### src/rtl/instr_fetch_mem.sv
// Instruction fetch memory: byte-loadable program store with a single
// outstanding fetch, fixed response latency and ready/valid backpressure.
// Storage is split into four byte lanes so an aligned word read touches one
// entry per lane; the fetched word and its fault code are captured into the
// output registers on the accept edge.
module instr_fetch_mem #(
  parameter int          DEPTH_BYTES = 64,
  parameter int          LATENCY     = 1,
  parameter logic [31:0] NOP_INST    = 32'h00000013
) (
  input  logic        clk,
  input  logic        reset,
  input  logic        load_en,
  input  logic [31:0] load_addr,
  input  logic [7:0]  load_data,
  input  logic        fetch_req,
  input  logic [31:0] fetch_addr,
  output logic        fetch_ack,
  output logic        rsp_valid,
  input  logic        rsp_ready,
  output logic [31:0] rsp_inst,
  output logic [1:0]  rsp_fault,
  output logic        busy
);

  localparam int          WORDS          = DEPTH_BYTES / 4;
  localparam int          IDX_W          = (WORDS > 1) ? $clog2(WORDS) : 1;
  localparam logic [31:0] DEPTH_W        = 32'(DEPTH_BYTES);
  localparam logic [31:0] LAST_WORD_ADDR = 32'(DEPTH_BYTES - 4);
  localparam logic [1:0]  CNT_INIT       = 2'(LATENCY - 1);

  typedef enum logic [1:0] {
    IDLE = 2'd0,
    WAIT = 2'd1,
    RESP = 2'd2
  } state_t;

  state_t           state_reg;
  state_t           state_next;
  logic [1:0]       cnt_reg;
  logic [1:0]       cnt_next;

  logic             load_hit;
  logic [IDX_W-1:0] load_idx;
  logic [IDX_W-1:0] fetch_idx;
  logic [31:0]      fetch_word;
  logic [1:0]       fetch_fault;

  // Full 32-bit compare so high load addresses never wrap into memory;
  // loads are also blocked while reset is held.
  assign load_hit  = ~reset & load_en & (load_addr < DEPTH_W);
  assign load_idx  = load_addr[IDX_W+1:2];
  assign fetch_idx = fetch_addr[IDX_W+1:2];

  // A load in the same cycle always wins over a fetch, so the lane RAMs never
  // see a read and a write in the same cycle.
  assign fetch_ack = fetch_req & (state_reg == IDLE) & ~load_en & ~reset;

  assign rsp_valid = (state_reg == RESP);
  assign busy      = (state_reg != IDLE);

  genvar gi;
  generate
    for (gi = 0; gi < 4; gi++) begin : g_lane
      logic [7:0] lane_mem [WORDS];

      // Byte lane gi holds every byte whose address ends in gi.
      always_ff @(posedge clk) begin
        if (load_hit && (load_addr[1:0] == 2'(gi))) begin
          lane_mem[load_idx] <= load_data;
        end
      end

      // Little-endian assembly: lane 0 is the least significant byte.
      assign fetch_word[gi*8 +: 8] = lane_mem[fetch_idx];
    end
  endgenerate

  // Misalignment outranks range; range uses the untruncated address.
  always_comb begin
    fetch_fault = 2'b00;
    if (fetch_addr[1:0] != 2'b00) begin
      fetch_fault = 2'b01;
    end else if (fetch_addr > LAST_WORD_ADDR) begin
      fetch_fault = 2'b10;
    end
  end

  // Next-state: accept in IDLE, count down in WAIT, hold in RESP until taken.
  always_comb begin
    state_next = state_reg;
    cnt_next   = cnt_reg;
    case (state_reg)
      IDLE: begin
        if (fetch_ack) begin
          if (LATENCY > 1) begin
            state_next = WAIT;
            cnt_next   = CNT_INIT;
          end else begin
            state_next = RESP;
          end
        end
      end
      WAIT: begin
        cnt_next = cnt_reg - 2'd1;
        if (cnt_reg == 2'd1) begin
          state_next = RESP;
        end
      end
      RESP: begin
        if (rsp_ready) begin
          state_next = IDLE;
        end
      end
      default: begin
        state_next = IDLE;
        cnt_next   = 2'd0;
      end
    endcase
  end

  // State and countdown registers.
  always_ff @(posedge clk) begin
    if (reset) begin
      state_reg <= IDLE;
      cnt_reg   <= 2'd0;
    end else begin
      state_reg <= state_next;
      cnt_reg   <= cnt_next;
    end
  end

  // Response registers: loaded only on accept, so they hold through WAIT and
  // RESP regardless of later loads or backpressure.
  always_ff @(posedge clk) begin
    if (reset) begin
      rsp_inst  <= 32'h0;
      rsp_fault <= 2'b00;
    end else if (fetch_ack) begin
      rsp_fault <= fetch_fault;
      rsp_inst  <= (fetch_fault != 2'b00) ? NOP_INST : fetch_word;
    end
  end

endmodule
### config.mk
export PLATFORM = sky130hd
export DESIGN_NAME = instr_fetch_mem
export DESIGN_NICKNAME = d
export VERILOG_FILES = /design/src/rtl/instr_fetch_mem.sv
export SDC_FILE = /design/constraint.sdc
export NUM_CORES = 1
export LEC_CHECK = 0
export ABC_AREA = 1
export CAP_MARGIN = 0
export CORE_ASPECT_RATIO = 0.5
export CORE_MARGIN = 5
export CORE_UTILIZATION = 35
export DETAILED_ROUTE_END_ITERATION = 7
export SETUP_SLACK_MARGIN = 0.5
export SLEW_MARGIN = 30
export SYNTH_ARGS = -nofsm -noshare
export SYNTH_HDL_FRONTEND = slang
export SYNTH_SLANG_ARGS = --single-unit
### constraint.sdc
create_clock -name clk -period 2.1 [get_ports clk]
set_clock_uncertainty 0.05 [all_clocks]
set_input_delay 0.315 -clock clk [delete_from_list [all_inputs] [get_ports clk]]
set_output_delay 0.315 -clock clk [all_outputs]
set_load 0.01 [all_outputs]
==> qor.csv <==
metric,value,unit
ys.flop_type,edfxtp_1,
status,finished clean,
final-setup-viol-count,0,
synth_top_family_by_area,simple AND/OR/NAND/NOR gates,
grt_pass1_wl,93100,um
synth_cell_type_count,26,
num_antenna_cells,0,
cp_slowest_cell,nor4_2,
startpoint_type,input pin,
worst-path-buf-inv,3,
tightest_slew,0.537,ns
area_growth_syn_to_layout,25.0,%
cp.required,2.30,ns
grt_max_degree,73,
die_h,188,um
post_drt_wl_per_cell,20.9,um
track_usage,0.178,
worstSetupEndpointType,flop,
syn_nets,2060,
synth_area,22200,um^2
fin_util,0.441,
peakVddDrop,0.683,mV
ios,114,
synthCells,1983,
placementRows,65,
crit_top_cell,nor2_4,
ys_ff_latch,547,
ctsRootBufferMaster,clkbuf_16,
antenna_found_initial,1,
die_w,366,um
clockBufferDepth,3,
max_freq,598,MHz
synthSimpleGateAreaFrac,0.226,
final_cell_mix,"nand2_1, edfxtp_1, nand3_1",
crit_arrival,1.87,ns
drive_gt1_frac,0.163,
drc_errors,0,
layout_setup_ws,0.428,ns
criticalPathCategory,input pin to flop,
cp_cell_sequence,clkdlybuf4s15_1 > nor4_2 > nand3_1 > nor2_4 > buf_6 > nand3_4 > buf_12 > nor2_4,
hpwl,39100,um
overflow,0,
power_density,810,nW/um^2
layout.cells.most_common,nand2_1,
drtIter0Drc,1771,
cp_top_family,simple AND/OR/NAND/NOR gates,
initial_utilization,0.353,
synthArstFlopShare,0,
finalSetupTns,0,ns
ctsHoldBuffers,0,
grt_pass1_vias,14800,
period_share,0.796,
vias,15400,
total_power,22.5,mW
fill_cells,5786,
core,62900,um^2
ant_nets,0,
yosysWarnings,0,
finalInstanceArea,27700,um^2
wirelength,63400,um
numClockSinks,547,
largest_register_ffs,512,
cts-htree-levels,2,
maxCapViolCount,0,
post-place-ws,-0.439,ns
slowest_delay,0.25,ns
tritoncts,built,
top_register,g_lane.lane_mem,
final_hold_viol_count,0,
vias_per_cell,5.05,
die_area,68900,um^2
crit_fanout,8,
leakagePower,9.88,nW
slew_viol_final,0,
ys_seq_area_frac,0.724,
synth_enable_flop_cells,512,
clk_latency,0.58,ns
clk_transition_reported_paths,0.06,ns
synth_mux_area_frac,0,
rsz0062_at_grt,yes,
hold_path.class,input pin to flop,
placedInstanceArea,25400,um^2
io_buffers,113,
gp_congestion,0.866,
largest_registers,"g_lane.lane_mem: 512 flops, rsp_inst: 32 flops, rsp_fault: 2 flops",
min_period,1.67,ns
avgSynthCellArea,11.2,um^2
drtPass1Iterations,6,
slew_headroom,0.642,
synthAdderAreaFrac,0,
final_nets,2238,
synth_compound_gate_area_share,0.0162,
synthXorXnorAreaFrac,0,
numCtsBuffers,51,
-- report_power, final --
group          internal [mW]  switching, mW  leakage, nW
combinational          0.495           1.04         4.20
clock                   5.09           3.91        0.800
sequential              11.9        0.00577         4.89
-- metrics by stage --
step           std cells  hold slack [ns]
2_1_floorplan       1983            0.364
3_3_place_gp        2929            0.403
3_5_place_dp        2929            0.406
4_1_cts             3030            0.108
5_1_grt             3039            0.117
6_report            3039            0.125
-- cells by family (layout without fill, tap and decap cells) --
| kind of cell | after synthesis | after routing |
|---|---|---|
| AO/OA/AOI/OAI | 69 | 69 |
| buffers and inverters | 168 | 387 |
| flip-flops | 547 | 547 |
| AND/OR/NAND/NOR | 1199 | 1199 |
-- synth_stat cells, types with 7 or more instances --
cell | instances | share of area
a21oi_1 | 32 | 0.0072
buf_2 | 70 | 0.016
buf_4 | 7 | 0.0024
clkbuf_1 | 33 | 0.0056
dfxtp_1 | 35 | 0.032
edfxtp_1 | 512 | 0.69
inv_1 | 43 | 0.0073
nand2_1 | 696 | 0.12
nand3_1 | 348 | 0.078
nor2_1 | 138 | 0.023
o21ai_0 | 31 | 0.0070
-- worst reg2reg max path, cell delays in order, from the launching register on --
cell,delay (ns)
dfxtp_4,0.36
nor2_4,0.09
nand3_4,0.08
inv_4,0.07
nand2_2,0.07
nor3_4,0.21
buf_4,0.14
buf_6,0.11
clkbuf_16,0.16
nand3_2,0.09
a21oi_1,0.14
-- per-layer routing --
layer	wire, um	vias to the layer above	global-route usage
li1	-	7186	-
met1	27500	7446	0.250
met2	29500	628	0.287
met3	4920	92	0.0314
met4	1450	0	0.0471
met5	0	-	0
-- path summary, 6_finish.rpt --
kind | startpoint | slack [ns] | to | cells past startpoint
setup / recovery | load_addr[10] | 0.43 | g_lane[0].lane_mem[6][3] | 8
hold / removal | reset | 0.13 | rsp_inst[25] | 3
setup reg to reg | state_reg[1] | 0.45 | rsp_inst[16] | 10
hold reg to reg | rsp_inst[7] | 0.42 | rsp_inst[7] | 2
-- cell type report --
cell class,instances,area (um^2),share of cell area
Clock buffer,62,1360,0.0490
Clock inverter,32,259,0.00934
Inverter,53,209,0.00753
Multi-Input combinational cell,1268,6040,0.218
Sequential cell,547,16100,0.580
Tap cell,837,1050,0.0378
Timing Repair Buffer,240,2730,0.0985
-- timing repair --
action | CTS | global route
setup buffers | 3 | 6
setup endpoints to repair | 573 | 502
pin swaps | 19 | 21
resized for setup | 169 | 107
gates cloned | 4 | 3
No activity file was read; power rests on OpenSTA's default activity.
